**src/rtl/multdiv_unit.sv**
```systemverilog
// -----------------------------------------------------------------------------
// multdiv_unit
//
// Iterative signed 32x32 multiply / 32/32 divide unit. One iteration is
// retired per clock, 32 iterations per operation, so a result appears in the
// cycle after the 32nd rising edge following the start edge. Both operations
// work on operand magnitudes and apply the result sign at the end.
//
// Ports
//   clk        in   1  single clock, rising-edge active
//   reset      in   1  synchronous active-high reset
//   ctrl_MULT  in   1  start signed multiply (wins over ctrl_DIV)
//   ctrl_DIV   in   1  start signed divide
//   operandA   in  32  multiplicand / dividend
//   operandB   in  32  multiplier / divisor
//   ins_in     in  32  instruction tag of the issuing op
//   result     out 32  low product word or quotient
//   exception  out  1  multiply overflow, divide-by-zero or divide overflow
//   ready      out  1  one-cycle completion pulse
//   ins_out    out 32  tag of the completed op
//   busy       out  1  operation in progress
// -----------------------------------------------------------------------------
module multdiv_unit (
  input  logic        clk,
  input  logic        reset,
  input  logic        ctrl_MULT,
  input  logic        ctrl_DIV,
  input  logic [31:0] operandA,
  input  logic [31:0] operandB,
  input  logic [31:0] ins_in,
  output logic [31:0] result,
  output logic        exception,
  output logic        ready,
  output logic [31:0] ins_out,
  output logic        busy
);

  typedef enum logic [1:0] {
    IDLE = 2'd0,
    MULT = 2'd1,
    DIV  = 2'd2,
    DONE = 2'd3
  } state_t;

  localparam logic [5:0] LAST_ITER = 6'd31;

  state_t      state_q, state_d;
  logic [5:0]  cnt_q;

  // Shared datapath registers.
  //   multiply: opnd_q = |A| (multiplicand), {acc_hi_q, acc_lo_q} = partial
  //             product with |B| shifting out of acc_lo_q LSB-first.
  //   divide:   opnd_q = |B| (divisor), acc_hi_q = partial remainder,
  //             acc_lo_q = |A| shifting out MSB-first while quotient bits
  //             shift in at the bottom.
  logic [31:0] acc_hi_q, acc_lo_q, opnd_q, tag_q;
  logic        neg_q;        // result sign: sign(A) xor sign(B)
  logic        div_zero_q;   // divisor was zero
  logic        div_ovf_q;    // 0x80000000 / -1

  logic        start, last_iter, finish;
  logic [31:0] a_mag, b_mag;

  // Iteration results
  logic [32:0] mul_sum;
  logic [31:0] mul_hi, mul_lo;
  logic [32:0] div_shift;
  logic        div_take;
  logic [31:0] div_hi, div_lo;
  logic [31:0] step_hi, step_lo;

  // Final sign-corrected values, valid on the last iteration
  logic [63:0] prod_mag, prod_s;
  logic [32:0] prod_top;
  logic        mul_exc;
  logic [31:0] quo_s;
  logic [31:0] fin_result;
  logic        fin_exc;

  assign start     = ctrl_MULT | ctrl_DIV;
  assign busy      = (state_q == MULT) || (state_q == DIV);
  assign ready     = (state_q == DONE);
  assign last_iter = (cnt_q == LAST_ITER);
  // A start edge during the last iteration aborts, so no completion then.
  assign finish    = busy && last_iter && !start;

  // Magnitudes; 0x80000000 maps onto itself, which is the correct unsigned
  // magnitude 2^31.
  assign a_mag = operandA[31] ? (~operandA + 32'd1) : operandA;
  assign b_mag = operandB[31] ? (~operandB + 32'd1) : operandB;

  // ---------------------------------------------------------------------------
  // Next-state logic
  // ---------------------------------------------------------------------------
  always_comb begin
    // NOTE: every variable driven here gets a default first, so no path
    // leaves it unassigned and no latch is inferred.
    state_d = state_q;
    if (start) begin
      state_d = ctrl_MULT ? MULT : DIV;
    end else begin
      case (state_q)
        MULT, DIV: if (last_iter) state_d = DONE;
        DONE:      state_d = IDLE;
        default:   state_d = state_q;
      endcase
    end
  end

  always_ff @(posedge clk) begin
    // NOTE: state is updated with non-blocking assignments so every register
    // samples pre-edge values, independent of statement order.
    if (reset) begin
      state_q <= IDLE;
      cnt_q   <= '0;
    end else begin
      state_q <= state_d;
      if (start) begin
        cnt_q <= '0;
      end else if (busy) begin
        cnt_q <= cnt_q + 6'd1;
      end
    end
  end

  // ---------------------------------------------------------------------------
  // One iteration of shift-add multiply and restoring divide
  // ---------------------------------------------------------------------------
  always_comb begin
    // Multiply: add the multiplicand when the current multiplier bit is set,
    // then shift the 64-bit {hi, lo} pair right by one (carry enters hi MSB).
    mul_sum = {1'b0, acc_hi_q} + (acc_lo_q[0] ? {1'b0, opnd_q} : 33'd0);
    mul_hi  = mul_sum[32:1];
    mul_lo  = {mul_sum[0], acc_lo_q[31:1]};

    // Divide: bring down the next dividend bit and subtract the divisor when
    // it fits. The remainder stays below the divisor, so a 32-bit subtract
    // suffices once the 33-bit compare has decided.
    div_shift = {acc_hi_q, acc_lo_q[31]};
    div_take  = (div_shift >= {1'b0, opnd_q});
    div_hi    = div_take ? (div_shift[31:0] - opnd_q) : div_shift[31:0];
    div_lo    = {acc_lo_q[30:0], div_take};

    step_hi = (state_q == MULT) ? mul_hi : div_hi;
    step_lo = (state_q == MULT) ? mul_lo : div_lo;
  end

  // ---------------------------------------------------------------------------
  // Sign correction and exception detection for the completing op
  // ---------------------------------------------------------------------------
  always_comb begin
    prod_mag = {mul_hi, mul_lo};
    prod_s   = neg_q ? (~prod_mag + 64'd1) : prod_mag;
    // Product fits in 32 signed bits only if bits [63:31] are a sign run.
    prod_top = prod_s[63:31];
    mul_exc  = !((prod_top == '0) || (prod_top == '1));
    quo_s    = neg_q ? (~div_lo + 32'd1) : div_lo;

    fin_result = '0;
    fin_exc    = 1'b0;
    if (state_q == MULT) begin
      fin_result = prod_s[31:0];
      fin_exc    = mul_exc;
    end else if (div_zero_q) begin
      fin_exc = 1'b1;
    end else begin
      // 0x80000000 / -1 yields magnitude 2^31 with positive sign, which
      // already reads back as 0x80000000; only the flag is needed.
      fin_result = quo_s;
      fin_exc    = div_ovf_q;
    end
  end

  // ---------------------------------------------------------------------------
  // Datapath registers
  // ---------------------------------------------------------------------------
  always_ff @(posedge clk) begin
    // NOTE: these registers are deliberately not reset; every start edge
    // loads them before they are used, and outputs never expose them
    // directly.
    if (start) begin
      tag_q      <= ins_in;
      acc_hi_q   <= '0;
      neg_q      <= operandA[31] ^ operandB[31];
      div_zero_q <= (operandB == '0);
      div_ovf_q  <= (operandA == 32'h8000_0000) && (operandB == '1);
      if (ctrl_MULT) begin
        opnd_q   <= a_mag;
        acc_lo_q <= b_mag;
      end else begin
        opnd_q   <= b_mag;
        acc_lo_q <= a_mag;
      end
    end else if (busy) begin
      acc_hi_q <= step_hi;
      acc_lo_q <= step_lo;
    end
  end

  // ---------------------------------------------------------------------------
  // Output registers: change only on a completion edge or reset
  // ---------------------------------------------------------------------------
  always_ff @(posedge clk) begin
    if (reset) begin
      result    <= '0;
      exception <= 1'b0;
      ins_out   <= '0;
    end else if (finish) begin
      result    <= fin_result;
      exception <= fin_exc;
      ins_out   <= tag_q;
    end
  end

endmodule
```
**config.mk**
```make
export PLATFORM = sky130hd
export DESIGN_NAME = multdiv_unit
export DESIGN_NICKNAME = d
export VERILOG_FILES = /design/src/rtl/multdiv_unit.sv
export SDC_FILE = /design/constraint.sdc
export NUM_CORES = 1
export LEC_CHECK = 0
export ABC_AREA = 0
export CORE_MARGIN = 8
export CORE_UTILIZATION = 55
export CTS_BUF_LIST = sky130_fd_sc_hd__clkbuf_4 sky130_fd_sc_hd__clkbuf_8 sky130_fd_sc_hd__clkbuf_16
export CTS_CLUSTER_DIAMETER = 100
export DETAILED_ROUTE_END_ITERATION = 12
export GPL_TIMING_DRIVEN = 0
export PLACE_DENSITY = 0.77
export SLEW_MARGIN = 20
export SYNTH_ARGS = -nofsm -noshare
export SYNTH_HDL_FRONTEND = slang
export SYNTH_SLANG_ARGS = --single-unit
export TNS_END_PERCENT = 30
```
**constraint.sdc**
```tcl
create_clock -name clk -period 8.2 [get_ports clk]
set_input_delay 0.82 -clock clk [delete_from_list [all_inputs] [get_ports clk]]
set_output_delay 0.82 -clock clk [all_outputs]
set_load 0.02 [all_outputs]
```
After elaboration in Yosys (flattened, before gate mapping)

Cells that the tools add are included.

Bits in registers: 204
Bits in latches: 0
RAM bits: 0
ROM bits: 0
Input port bits: 100
Output and inout port bits: 67
Logic and storage cells: 68
Memories: 0

Add/subtract/negate cells: 7
Multiply operators: 0
Div/mod/pow operators: 0
$lt $le $gt $ge: 1
Eq/ne operators: 8
Shift-type cells: 0
Muxes and demuxes: 20
Bitwise operators: 6
Reduce and logical (&&, ||, !) cells: 14

Operators by type and width:

| cell                  | count |
|---|---|
| $mux 32               | 13 |
| $add 32x1->32 const B | 3 |
| $not 32->32           | 3 |
| $add 64x1->64 const B | 1 |
| $eq 32x32->1 const B  | 2 |
| $mux 64               | 1 |
| $not 64->64           | 1 |
| $add 32x32->33        | 1 |
| $eq 33x33->1 const B  | 1 |
| $ge 33x32->1          | 1 |
| $logic_not 33->1      | 1 |
| $logic_not 32->1      | 1 |
| $sub 32x32->32        | 1 |
| $add 6x1->6 const B   | 1 |
| $eq 6x5->1 const B    | 1 |
| $mux 2                | 3 |
| $eq 2x2->1 const B    | 2 |
| $pmux 2 s2            | 1 |
| $reduce_or 2->1       | 2 |
| $logic_and 1x1->1     | 3 |
| $ne 3x3->1 const B    | 1 |
| $reduce_bool 3->1     | 1 |
| $eq 2x1->1 const B    | 1 |
| $logic_not 1->1       | 2 |
| other kinds (6)       | 8 |

Longest topological paths before layout

Depth after elaboration: 9
Mapped depth: 22
Depth with buffers taken out: 19

Worst setup path before layout

Ideal clock, no wire load.

Path type: reg2reg
Start: register acc_lo_q[0]
End: register exception
Setup time: 0.125 ns
Arrival: 5.322 ns
Required time: 8.075 ns
Setup slack: 2.753 ns
Cell stages (with the launch flop): 20
Path buffers: 4
Period minus slack after synthesis: 5.447 ns
Cells stage by stage: edfxtp_1 > clkbuf_1 > clkbuf_1 > inv_1 > buf_1 > nor2_1 > fa_1 > a21oi_1 > o211ai_1 > a21oi_1 > a2111oi_0 > o311ai_1 > nand4b_1 > or4_1 > buf_2 > or3_4 > o2111a_1 > a211o_1 > o311ai_1 > nand2_1

Cells in the longest elaborated chain, start to end: 9
Elaborated cells on any way between the ends: 10
Classes of those cells: 2 x add/sub; 1 x eq/ne; 3 x mux; 1 x bitwise; 3 x reduce/logical

Ends and longest elaborated chain:

| what                                                    | line | RTL |
|---|---|---|
| from (decl)                                             | 56   | `logic [31:0] acc_hi_q, acc_lo_q, opnd_q, tag_q;` |
| from (signal assigned)                                  | 189  | `acc_lo_q <= b_mag;` |
| from (signal assigned)                                  | 192  | `acc_lo_q <= a_mag;` |
| from (signal assigned)                                  | 196  | `acc_lo_q <= step_lo;` |
| $mux 32 *                                               | 132  | `mul_sum = {1'b0, acc_hi_q} + (acc_lo_q[0] ? {1'b0, opnd_q} : 33'd0);` |
| $add 32x32->33 *                                        | 132  |  |
| $not 64->64                                             | 153  | `prod_s = neg_q ? (~prod_mag + 64'd1) : prod_mag;` |
| $add 64x1->64                                           | 153  |  |
| $mux 64 *                                               | 153  |  |
| $eq 33x33->1 / $logic_not 33->1 (equally long branches) | 156  | `mul_exc = !((prod_top == '0) \|\| (prod_top == '1));` |
| $logic_or 1x1->1 *                                      | 156  |  |
| $logic_not 1->1 *                                       | 156  |  |
| $mux 1 *                                                | 161  | `if (state_q == MULT) begin` |
| to (signal assigned)                                    | 210  | `exception <= fin_exc;` |
| to (decl)                                               | 32   | `output logic exception,` |

Every way passes the cells marked *; elsewhere a longest branch is shown, timed or not.
A chain may end at the register's enable or synchronous reset.

Worst setup path in the final report

Same ends and word-level chain as after synthesis.

==> reports/qor.csv <==
metric,value,unit
firstDrtPassIters,6,
drcViolationCount,0,
ant_nets,0,
vias,19200,
dieHeight,194,µm
fp.dieW,194,µm
io_buffers,164,
max_cap_violations,0,
yosys.area.top_type,edfxtp_1,
grt_pass1_vias,18200,
yosysWarnings,0,
start_util,55.5,%
synth_top_area_share,17.1,%
ys_top_cells_by_count,"273 x nand2_1, 240 x nor2_1, 223 x a21oi_1",
track_usage,35.1,%
dp_hpwl,55000,µm
grt_pass1_wl,105000,µm
period_share,93.5,%
ys_ff_latch,204,
crit_path_max_incr_delay,0.90,ns
pin_count,167,
rsz0062_at_grt,false,
cts_root_buf,clkbuf_16,
worstSetupPathType,register to register,
fmax,130,MHz
clk_latency,0.54,ns
synth_flop_cell,dfxtp_1,
ctsHoldBuffers,0,
leakagePower,7.62,nW
regArea,5070,µm²
wl,69700,µm
hold_viol_final,0,
hp-class,register to register,
finalNonFillerCells,2868,
synth_area_leaders,"edfxtp_1 17%, dfxtp_1 12%, a21oi_1 6.4%",
cts.sinks,204,
synth_cell_types,89,
ys_seq_area_share,29.2,%
worstMarginPinSlew,1.07,ns
rows,65,
startpoint_type,register,
vdd_drop_max,0.157,mV
p_per_area,174,nW/µm²
syn2layout_area_growth,17.0,%
drtIter0Drc,2256,
synth_edf_count,99,
fin_skew,0.0204,ns
cts.path.max_buffers,3,
setup_ws,0.534,ns
cp_data_arrival_time,8.09,ns
cts_setup_buffers,0,
dp_cells,2827,
postSynthAreaPerCell,7.71,µm²
finalSetupViolCount,0,
pre_cts_ws,0.947,ns
diodes,0,
cts.clk_slew.worst_paths,0.06,ns
syn-cell-area,17400,µm²
die_area,37600,µm²
synth_most_common_cell,nand2_1,
drive_gt1_share,5.52,%
slew_violations,0,
slew_headroom,27.4,%
async_flop_share,0,%
cp_data_required_time,8.62,ns
synthCells,2258,
gr-total-overflow,0,
num-nets-final,2624,
core,31400,µm²
fin_setup_tns,0,ns
slowest_stage,xnor2_1,
crit_chain,"clkbuf_1, clkbuf_1, inv_1, buf_1, nor2_1, ha_1, a21oi_1, o21ai_0, nor3_1, a21oi_1, xnor2_1, nand4b_1, nor4_2, mux2_2, o2111ai_1, or4_1, o311ai_1, nand2_1",
htreeDepth,1,
tritoncts,built,
cp_max_fo,10,
gp_congestion,1.05,
synthesis.nets,2432,
drt-vias-per-instance,6.71,
outcome,finished clean,
antenna_found_initial,2,
cts-resized-gates,0,
fill_cells,2699,
wl_per_cell,24.3,µm
grt_max_degree,42,
cts_buffers,23,
endpoint_kind,register,
multi_input_area,11400,µm²
fin_util,64.9,%
period_minus_slack,7.67,ns
-- metrics by stage --
step | area [µm²] | total power, mW | hold slack, ns
detailed placement | 19600 | 2.45 | 0.447
floorplan | 17400 | 2.03 | 0.471
global route | 20400 | 3.67 | 0.478
global placement | 19600 | 2.43 | 0.443
finish | 20400 | 3.54 | 0.452
CTS | 20400 | 3.49 | 0.455
-- layer usage --
metal | track usage, % | part of all wire, %
met1 | 43.1 | 38
met5 | 0 | 0.019
met3 | 5.90 | 9.5
met4 | 21.0 | 7.0
met2 | 57.4 | 45
-- worst max-delay path, delay by kind of cell, from the launching register on --
| family | cells | cell delay [ns] |
|---|---|---|
| buf+inv | 4 | 1.66 |
| simple gates | 6 | 2.70 |
| flops | 1 | 0.34 |
| mux | 1 | 0.31 |
| compound gates | 5 | 1.26 |
| fa+ha+maj | 1 | 0.37 |
| xor+xnor | 1 | 0.90 |
-- area by class of cell --
class	count	area share, %
inverter	76	1.40
sequential	204	24.9
buffer	155	3.09
clock inverter	10	0.485
timing repair buffer	167	8.22
clock buffer	31	3.27
multi-input combinational	1823	56.2
tap	402	2.47
-- worst paths after layout --
kind	from	endpoint	slack, ns	cells past startpoint
max	acc_lo_q[0]	exception	0.53	18
min	ins_out[7]	ins_out[7]	0.45	2
max reg2reg	acc_lo_q[0]	exception	0.53	18
min reg2reg	ins_out[7]	ins_out[7]	0.45	2
-- kinds of logic after synthesis --
group	synth area share, %
DFF	29.2
buffers and inverters	5.23
adders and majority gates	5.41
and+or+nand+nor	23.1
muxes	3.56
AOI/OAI and AO/OA	24.8
xor gates and xnor gates	8.75
-- sequential cells by signal (all words and copies together) (netlist names) --
| signal | cells |
|---|---|
| acc_hi_q | 32 |
| acc_lo_q | 32 |
| cnt_q | 6 |
| div_ovf_q | 1 |
| div_zero_q | 1 |
| exception | 1 |
| ins_out | 32 |
| neg_q | 1 |
| opnd_q | 32 |
| result | 32 |
| state_q | 2 |
| tag_q | 32 |
-- power by group --
part | internal (mW) | switching [mW] | total [mW]
Clock | 0.607 | 0.445 | 1.05
Combinational | 0.439 | 0.850 | 1.29
Sequential | 1.15 | 0.0465 | 1.20
-- placed cells by master, fill, tap and decap left out, types with 19 or more instances in the layout --
master	netlist	layout
o21ai_0	154	154
clkbuf_16	0	24
o31ai_1	43	43
edfxtp_1	99	99
a21o_1	36	36
xnor2_1	109	108
nor4_1	22	21
buf_1	22	22
dfxtp_1	105	105
o41ai_1	19	19
nor3_1	63	63
a31oi_1	19	19
nor2_1	240	240
a221oi_1	23	23
clkdlybuf4s50_1	0	164
o211ai_1	19	19
mux2_2	39	39
nand3_1	43	43
inv_1	73	72
nand2_1	273	273
clkbuf_1	120	119
or3_1	30	30
nand4_1	37	37
xor2_1	65	65
a21oi_1	223	223
ha_1	72	72
No activity file was read; power rests on OpenSTA's default activity.
